--- src/rtl/f1_timer_pkg.sv ---
//------------------------------------------------------------------------------
// f1_timer_pkg - shared FSM state type and LFSR tap table. Rev 1.0
//------------------------------------------------------------------------------
`default_nettype none

package f1_timer_pkg;

  typedef enum logic [2:0] {
    IDLE    = 3'd0,
    SEQ     = 3'd1,
    HOLD    = 3'd2,
    MEASURE = 3'd3,
    DONE    = 3'd4,
    FAULT   = 3'd5
  } state_t;

  // Maximal-length Fibonacci taps; bit (width-1) is the MSB of the register.
  function automatic logic [15:0] lfsr_taps(input int width);
    case (width)
      4:       lfsr_taps = 16'h000C;
      5:       lfsr_taps = 16'h0014;
      6:       lfsr_taps = 16'h0030;
      7:       lfsr_taps = 16'h0060;
      8:       lfsr_taps = 16'h00B8;
      9:       lfsr_taps = 16'h0110;
      10:      lfsr_taps = 16'h0240;
      11:      lfsr_taps = 16'h0500;
      12:      lfsr_taps = 16'h0829;
      13:      lfsr_taps = 16'h100D;
      14:      lfsr_taps = 16'h2015;
      15:      lfsr_taps = 16'h6000;
      16:      lfsr_taps = 16'hD008;
      default: lfsr_taps = 16'h000C;
    endcase
  endfunction

endpackage

`default_nettype wire

--- src/rtl/f1_lfsr.sv ---
//------------------------------------------------------------------------------
// f1_lfsr - free-running Fibonacci LFSR, seeded to 1, never all-zero. Rev 1.0
//------------------------------------------------------------------------------
`default_nettype none

module f1_lfsr
  import f1_timer_pkg::*;
#(
  parameter int WIDTH = 7
) (
  input  logic             clk,
  input  logic             rst,
  output logic [WIDTH-1:0] value
);

  localparam logic [15:0]      TAPS_FULL = lfsr_taps(WIDTH);
  localparam logic [WIDTH-1:0] TAPS      = TAPS_FULL[WIDTH-1:0];

  always_ff @(posedge clk or negedge rst) begin
    if (!rst) begin
      value <= {{(WIDTH-1){1'b0}}, 1'b1};
    end else begin
      value <= {value[WIDTH-2:0], ^(value & TAPS)};
    end
  end

endmodule

`default_nettype wire

--- src/rtl/f1_reaction_timer.sv ---
//------------------------------------------------------------------------------
// f1_reaction_timer - F1 start-light sequencer and reaction timer. Rev 1.0
//------------------------------------------------------------------------------
`default_nettype none

module f1_reaction_timer
  import f1_timer_pkg::*;
#(
  parameter int N_LIGHTS    = 8,
  parameter int TICK_WIDTH  = 16,
  parameter int RAND_WIDTH  = 7,
  parameter int REACT_WIDTH = 16
) (
  input  logic                   clk,
  input  logic                   rst,
  input  logic                   start,
  input  logic [TICK_WIDTH-1:0]  tick_div,
  input  logic                   react,
  output logic [N_LIGHTS-1:0]    lights,
  output logic                   busy,
  output logic [REACT_WIDTH-1:0] react_time,
  output logic                   result_valid,
  output logic                   false_start
);

  localparam logic [REACT_WIDTH-1:0] REACT_MAX  = '1;
  localparam logic [REACT_WIDTH-1:0] REACT_LAST = {{(REACT_WIDTH-1){1'b1}}, 1'b0};

  state_t                 state, state_nxt;
  logic [TICK_WIDTH-1:0]  presc, presc_nxt;
  logic [RAND_WIDTH-1:0]  hold_cnt, hold_nxt;
  logic [REACT_WIDTH-1:0] react_cnt, react_cnt_nxt;
  logic [N_LIGHTS-1:0]    lights_nxt;
  logic [REACT_WIDTH-1:0] react_time_nxt;
  logic                   result_valid_nxt;
  logic                   false_start_nxt;
  logic                   busy_nxt;
  logic [RAND_WIDTH-1:0]  lfsr_value;
  logic                   tick;

  f1_lfsr #(
    .WIDTH (RAND_WIDTH)
  ) u_lfsr (
    .clk   (clk),
    .rst   (rst),
    .value (lfsr_value)
  );

  assign tick = ((state == SEQ) || (state == HOLD)) && (presc == '0);

  always_ff @(posedge clk or negedge rst) begin
    if (!rst) begin
      state <= IDLE;
    end else begin
      state <= state_nxt;
    end
  end

  always_ff @(posedge clk or negedge rst) begin
    if (!rst) begin
      presc        <= '0;
      hold_cnt     <= '0;
      react_cnt    <= '0;
      lights       <= '0;
      react_time   <= '0;
      result_valid <= 1'b0;
      false_start  <= 1'b0;
      busy         <= 1'b0;
    end else begin
      presc        <= presc_nxt;
      hold_cnt     <= hold_nxt;
      react_cnt    <= react_cnt_nxt;
      lights       <= lights_nxt;
      react_time   <= react_time_nxt;
      result_valid <= result_valid_nxt;
      false_start  <= false_start_nxt;
      busy         <= busy_nxt;
    end
  end

  always_comb begin
    state_nxt        = state;
    presc_nxt        = presc;
    hold_nxt         = hold_cnt;
    react_cnt_nxt    = react_cnt;
    lights_nxt       = lights;
    react_time_nxt   = react_time;
    result_valid_nxt = result_valid;
    false_start_nxt  = false_start;

    // The prescaler only advances while lights are sequencing or holding.
    if ((state == SEQ) || (state == HOLD)) begin
      presc_nxt = tick ? tick_div : (presc - TICK_WIDTH'(1));
    end

    case (state)
      IDLE, DONE, FAULT: begin
        if (start) begin
          state_nxt        = SEQ;
          presc_nxt        = tick_div;
          lights_nxt       = '0;
          react_time_nxt   = '0;
          result_valid_nxt = 1'b0;
          false_start_nxt  = 1'b0;
        end
      end
      SEQ: begin
        if (react) begin
          state_nxt       = FAULT;
          lights_nxt      = '1;
          false_start_nxt = 1'b1;
        end else if (tick) begin
          if (&lights) begin
            state_nxt = HOLD;
            hold_nxt  = (lfsr_value == '0) ? RAND_WIDTH'(1) : lfsr_value;
          end else begin
            lights_nxt = {lights[N_LIGHTS-2:0], 1'b1};
          end
        end
      end
      HOLD: begin
        if (react) begin
          state_nxt       = FAULT;
          lights_nxt      = '1;
          false_start_nxt = 1'b1;
        end else if (tick) begin
          if (hold_cnt == RAND_WIDTH'(1)) begin
            state_nxt     = MEASURE;
            lights_nxt    = '0;
            react_cnt_nxt = '0;
          end else begin
            hold_nxt = hold_cnt - RAND_WIDTH'(1);
          end
        end
      end
      MEASURE: begin
        if (react) begin
          state_nxt        = DONE;
          react_time_nxt   = react_cnt;
          result_valid_nxt = 1'b1;
        end else if ((react_cnt == REACT_LAST) || (react_cnt == REACT_MAX)) begin
          // The increment that would reach all ones doubles as the timeout.
          state_nxt        = DONE;
          react_cnt_nxt    = REACT_MAX;
          react_time_nxt   = REACT_MAX;
          result_valid_nxt = 1'b1;
        end else begin
          react_cnt_nxt = react_cnt + REACT_WIDTH'(1);
        end
      end
      default: begin
        state_nxt = IDLE;
      end
    endcase

    busy_nxt = (state_nxt == SEQ) || (state_nxt == HOLD) || (state_nxt == MEASURE);
  end

endmodule

`default_nettype wire
--- config.mk ---
export PLATFORM = sky130hd
export DESIGN_NAME = f1_reaction_timer
export DESIGN_NICKNAME = d
export VERILOG_FILES = /design/src/rtl/f1_timer_pkg.sv /design/src/rtl/f1_lfsr.sv /design/src/rtl/f1_reaction_timer.sv
export SDC_FILE = /design/constraint.sdc
export NUM_CORES = 1
export LEC_CHECK = 0
export ABC_AREA = 1
export BUFFER_PORTS_ARGS = -buffer_cell sky130_fd_sc_hd__buf_2
export CORE_UTILIZATION = 48
export CTS_CLUSTER_DIAMETER = 40
export DETAILED_ROUTE_END_ITERATION = 8
export HOLD_SLACK_MARGIN = 0.08
export PLACE_DENSITY = 0.67
export SLEW_MARGIN = 20
export SYNTH_ARGS = -nofsm -noshare
export SYNTH_HDL_FRONTEND = slang
export SYNTH_SLANG_ARGS = --single-unit
export TNS_END_PERCENT = 50
--- constraint.sdc ---
create_clock -name clk -period 2.4 [get_ports clk]
set_clock_uncertainty 0.15 [all_clocks]
set_input_delay 0.48 -clock clk [delete_from_list [all_inputs] [get_ports clk]]
set_output_delay 0.48 -clock clk [all_outputs]
set_load 0.05 [all_outputs]
## Yosys cells after proc, flatten, opt, wreduce, memory -nomap -nowiden

Index checks and enable logic that the tools add are counted.

- RAM bits: 0
- Latch bits: 0
- Bits in registers: 76
- Input bits: 20
- Output and inout bits: 27
- Memories: 0
- Bits in read-only memories: 0

- $mul: 0
- Shift-type cells: 0
- Divide/modulo/power cells: 0
- Reduce and logical (&&, ||, !) cells: 22
- Bitwise gates (word level): 0
- Magnitude comparators: 0
- Mux-type cells: 46
- Eq/ne operators: 26
- $add $sub $neg: 3

Operators by type and width:

| cell | number |
|---|---|
| $mux 16 | 12 |
| $pmux 16 s2 | 2 |
| $mux 8 | 7 |
| $mux 7 | 7 |
| $eq 16x16->1 const B | 2 |
| $mux 3 | 9 |
| $pmux 8 s3 | 1 |
| $add 16x1->16 const B | 1 |
| $logic_not 16->1 | 1 |
| $sub 16x1->16 const B | 1 |
| $ne 2x2->1 const B | 7 |
| $pmux 7 s2 | 1 |
| $eq 3x2->1 const B | 4 |
| $ne 3x3->1 const B | 4 |
| $pmux 3 s4 | 1 |
| $reduce_and 8->1 | 1 |
| $reduce_bool 2->1 | 4 |
| $eq 7x1->1 const B | 1 |
| $logic_not 7->1 | 1 |
| $reduce_and 7->1 | 1 |
| $reduce_xor 7->1 | 1 |
| $sub 7x1->7 const B | 1 |
| $eq 3x1->1 const B | 2 |
| $eq 3x3->1 const B | 2 |
| other kinds (13) | 23 |

## Depth between registers and ports, before layout

- Depth in word-level cells: 9
- Mapped depth: 14
- Mapped depth without buffers: 13

## Hierarchy

From an unflattened synthesis, not the netlist that was laid out.

- Cells, all modules: 620
- Area, all modules: 4,480.5 um^2

Modules (own cells, without submodules):

| module | sequential area each (um^2) | area each (um^2) | times used | cells an instance |
|---|---|---|---|---|
| f1_reaction_timer | 1,726.7 | 4,285.4 | 1 | 608 |
| f1_lfsr | 176.4 | 195.2 | 1 | 12 |

## Worst setup path before layout

No wires, ideal clock.

- Path type: register to register
- Start point: reg lights[1]
- End point: reg lights[1]
- Period minus slack after synthesis: 1.865 ns
- Arrival time: 1.639 ns
- Path buffers: 0
- Stages on the path, launching flop included: 9
- Setup slack: 0.535 ns
- Path through: dfrtp_1 -> nand2_1 -> nor2_1 -> nand2_1 -> nor3_1 -> nor2_8 -> nand3_4 -> nand2_1 -> o21ai_2

- Longest elaborated chain between the ends: 3

RTL lines:

| item | line | source |
|---|---|---|
| start, declared | f1_reaction_timer.sv:19 | `output logic [N_LIGHTS-1:0] lights,` |
| start signal, assigned | f1_reaction_timer.sv:73 | `lights <= lights_nxt;` |
| $reduce_and 8->1 | f1_reaction_timer.sv:113 | `if (&lights) begin` |
| $ne 3x3->1 (no line) | -- |  |
| $reduce_and 6->1 (no line) | -- |  |

No other way between the ends.
A chain may end at the register's enable or synchronous reset.

## Worst setup path after layout

- Start point: reg state[2]
- End point: reg hold_cnt[6]

- Longest elaborated chain between the ends: 5
- Elaborated cells between the ends (all ways): 13

RTL lines:

| item | line | source |
|---|---|---|
| start, declared | f1_reaction_timer.sv:29 | `state_t state, state_nxt;` |
| start signal, assigned | f1_reaction_timer.sv:55 | `state <= state_nxt;` |
| $eq 3x1->1 or $eq 3x2->1 (tied branches) | f1_reaction_timer.sv:49, f1_reaction_timer.sv:96 |  |
| $logic_or 1x1->1 | f1_reaction_timer.sv:49 | `assign tick = ((state == SEQ) \|\| (state == HOLD)) && (presc == '0);` |
| $logic_and 1x1->1 | f1_reaction_timer.sv:49 |  |
| $ne 2x2->1 (no line) | -- |  |
| $reduce_and 7->1 (no line) | -- |  |
| end signal, assigned | f1_reaction_timer.sv:71 | `hold_cnt <= hold_nxt;` |
| end, declared | f1_reaction_timer.sv:31 | `logic [RAND_WIDTH-1:0] hold_cnt, hold_nxt;` |

Several ways; a longest one is shown, not always the timed one.

==> results by group <==
Synth
  – Leading post-synthesis cells by cell area: dfrtp_1 (42%), nand2_1 (14%), nor2_1 (6.4%)
  – Synthesized Nets: 625
  – Mapped Cells: 599
  – Yosys top cell area share: 0.4246
  – Primary FF master, synth: dfrtp_1
  – Area leader, netlist: dfrtp_1
  – Synth Register Bits: 76
  – Synth warnings: 0
  – Synth async-reset ratio: 1.000
  – Register area share after synthesis: 0.4305
  – Cell Area, Synth: 4420 um2
  – Yosys cell types: 43
  – Post-synth EDFFs: 0
  – Syn avg cell area: 7.380 um2

Die
  – Site Rows: 34
  – Effective utilization at floorplan: 0.5020
  – Die X: 97.97 um
  – Boundary pin count: 47
  – Core Region: 8806 um2
  – Die area: 9597 um2
  – Die Span Y: 97.97 um

Placed design
  – PortBufs: 46
  – Placer congestion estimate: 0.9138
  – Post-DP HPWL: 7585 um

CTS
  – TritonCTS clock tree: done
  – TritonCTS Buffers: 9
  – Skew-Pair Late Insertion Delay: 0.36 ns
  – CTS root buf: clkbuf_8
  – Post-CTS setup buffer count: 0
  – Clock buffer depth: 2
  – CTS Sinks: 76
  – Clock-pin slew on the worst setup and hold paths: 0.09 ns
  – Htree depth: 3

Job
  – Max_cap viols: 0

Timing
  – Max Freq: 466.2 MHz
  – Final period utilization: 0.8938
  – Setup tns final: 0 ns
  – Final hold vios: 0
  – Worst Tran Pin Value: 0.6309 ns
  – Fin. max-slew vios: 0
  – Rel. slew slack: 0.5761
  – Min Hold Slack: 0.1709 ns
  – Final min period: 2.145 ns
  – # setup viols final: 0
  – RSZ-0062 raised after global routing: false

Finish
  – Layout cells sized above 1: 0.1575
  – Fillers: 844
  – Ant. Diodes: 0
  – Final net count: 675
  – Synthesis-to-layout area growth: 13.08%

GRT
  – GR Overflow Total: 0
  – Gr usage total: 0.2314
  – Largest net degree at the start of global routing: 45
  – Number of global-route vias before repair: 3743
  – Initial antenna violation count: 0
  – First-pass GRT wire length: 17900 um

Route
  – Drt pass-1 iters: 6
  – Iter 0 DRT Violations: 254
  – Via/cell ratio: 5.181
  – Total Wirelength: 10240 um
  – Wirelength per Cell: 13.44 um
  – Via count: 3948
  – DRC: 5
  – ANT nets after route: 0

Power
  – PD cells: 1315 nW/um2
  – Leakage power figure: 2.596 nW
  – Maximum VDD drop: 504.5 uV

Outcome
  – Status: complete, but fails checks
  – Violated checks: design-rule violations

Worst hold path
  – HP Class: primary input to flop
  – Hold path start: tick_div[7]

Setup path
  – Highest fanout seen on the critical path: 13
  – Data arrival, critical path: 2.22 ns
  – Critical path origin: state[2]
  – Startpoint Class: flop
  – Setup crit end kind: flop
  – R2R Path Start: state[2]
  – Crit Path Category: flop to flop
  – CP required: 2.48 ns
## repair_timing
item | CTS | global route
gates resized for setup | 0 | 0
endpoints found under the setup margin | 0 | 0
hold buffers | 1 | 0
hold endpoints to repair | 31 | 0
## cells in the final DEF, fill, tap and decap left out, types with 2 or more instances in the layout
cell type / count
a21oi_1: 14
buf_12: 2
buf_2: 45
buf_4: 8
clkbuf_8: 10
clkinvlp_4: 2
dfrtp_1: 75
ha_1: 6
inv_1: 62
inv_2: 4
inv_6: 2
nand2_1: 166
nand2_2: 7
nand2_4: 2
nand3_1: 42
nand3b_1: 2
nand4_1: 4
nor2_1: 75
nor2_2: 4
nor2_4: 3
nor3_1: 11
o211ai_1: 3
o21a_1: 2
o21ai_0: 40
o21ai_1: 25
or2_2: 2
xor2_1: 15
## final timing paths
kind | endpoint | slack (ns) | depth (start not counted)
min in group asynchronous | presc[13] | 0.45 | 2
max in group asynchronous | react_time[15] | 1.06 | 3
setup / recovery | hold_cnt[6] | 0.25 | 10
setup reg to reg | hold_cnt[6] | 0.25 | 10
hold reg to reg | u_lfsr.value[2] | 0.26 | 0
hold / removal | presc[7] | 0.17 | 3
## per-layer routing
layer  global-route usage  up-vias  share of wire
met5                    0        -              0
met4              0.07925        0          0.015
met3              0.03508       11          0.043
met2               0.3397       89           0.42
met1               0.3472     1846           0.52
li1                     -     2002              -
## per-stage QoR
| step | setup WS, ns | utilization | instance area (um2) | power, mW | cells |
|---|---|---|---|---|---|
| global placement | 0.3460 | 0.5428 | 4780 | 5.468 | 745 |
| global route | 0.003193 | 0.5676 | 4999 | 7.114 | 762 |
| detailed placement | 0.2426 | 0.5428 | 4780 | 5.534 | 745 |
| floorplan | 0.5351 | - | 4420 | 4.786 | 599 |
| finish | 0.2549 | 0.5676 | 4999 | 6.574 | 762 |
| CTS | 0.2340 | 0.5676 | 4999 | 6.595 | 762 |
## power by group
group	switching, mW	internal (mW)
Clock	0.521	0.518
Combinational	2.30	1.00
Sequential	0.462	1.78
## worst max-delay path: stages, from the launching register on
cell and delay [ns]:
dfrtp_1 0.38, inv_2 0.09, nand2_2 0.10, inv_1 0.10
nand2_2 0.15, nand2_2 0.34, nand2_1 0.09, inv_1 0.10
nand4_2 0.13, inv_1 0.25, o21ai_0 0.13
## final cells by class
cell class | instances | area [um2] | share of cell area
multi-input cells | 439 | 2157 | 0.4315
flip-flops and latches | 76 | 1903 | 0.3807
repair buffers | 56 | 335.3 | 0.06708
inverters | 67 | 259.0 | 0.05181
clock buffers | 10 | 137.6 | 0.02753
well taps | 108 | 135.1 | 0.02703
clock inverters | 6 | 71.32 | 0.01427
## registers in the layout (all words and copies together) (netlist names)
name and cells:
react_time 16, result_valid 1, presc 16, hold_cnt 7, state 3, lights 8
u_lfsr.value 7, busy 1, react_cnt 16, false_start 1
## cells by family (layout without fill, tap and decap cells)
family | count (synthesis) | in the layout | share of synthesized area
AO/OA/AOI/OAI | 89 | 89 | 0.1073
multiplexers | 1 | 1 | 0.002264
buffers and inverters | 84 | 139 | 0.08151
adder cells (fa/ha/maj) | 6 | 6 | 0.01698
flip-flops | 76 | 76 | 0.4305
AND/OR/NAND/NOR | 327 | 327 | 0.3297
XOR/XNOR | 16 | 16 | 0.03170
## synth_stat cells, types with 2 or more instances
master / instances
a21oi_1: 14
buf_2: 9
buf_4: 3
buf_6: 2
clkbuf_1: 3
dfrtp_1: 75
ha_1: 6
inv_1: 62
inv_2: 4
nand2_1: 166
nand2_2: 7
nand2_4: 2
nand3_1: 42
nand3b_1: 2
nand4_1: 4
nor2_1: 75
nor2_2: 4
nor2_4: 3
nor3_1: 11
o211ai_1: 3
o21a_1: 2
o21ai_0: 40
o21ai_1: 25
or2_2: 2
xor2_1: 15
Note: power is estimated with default switching activity, not from simulation.
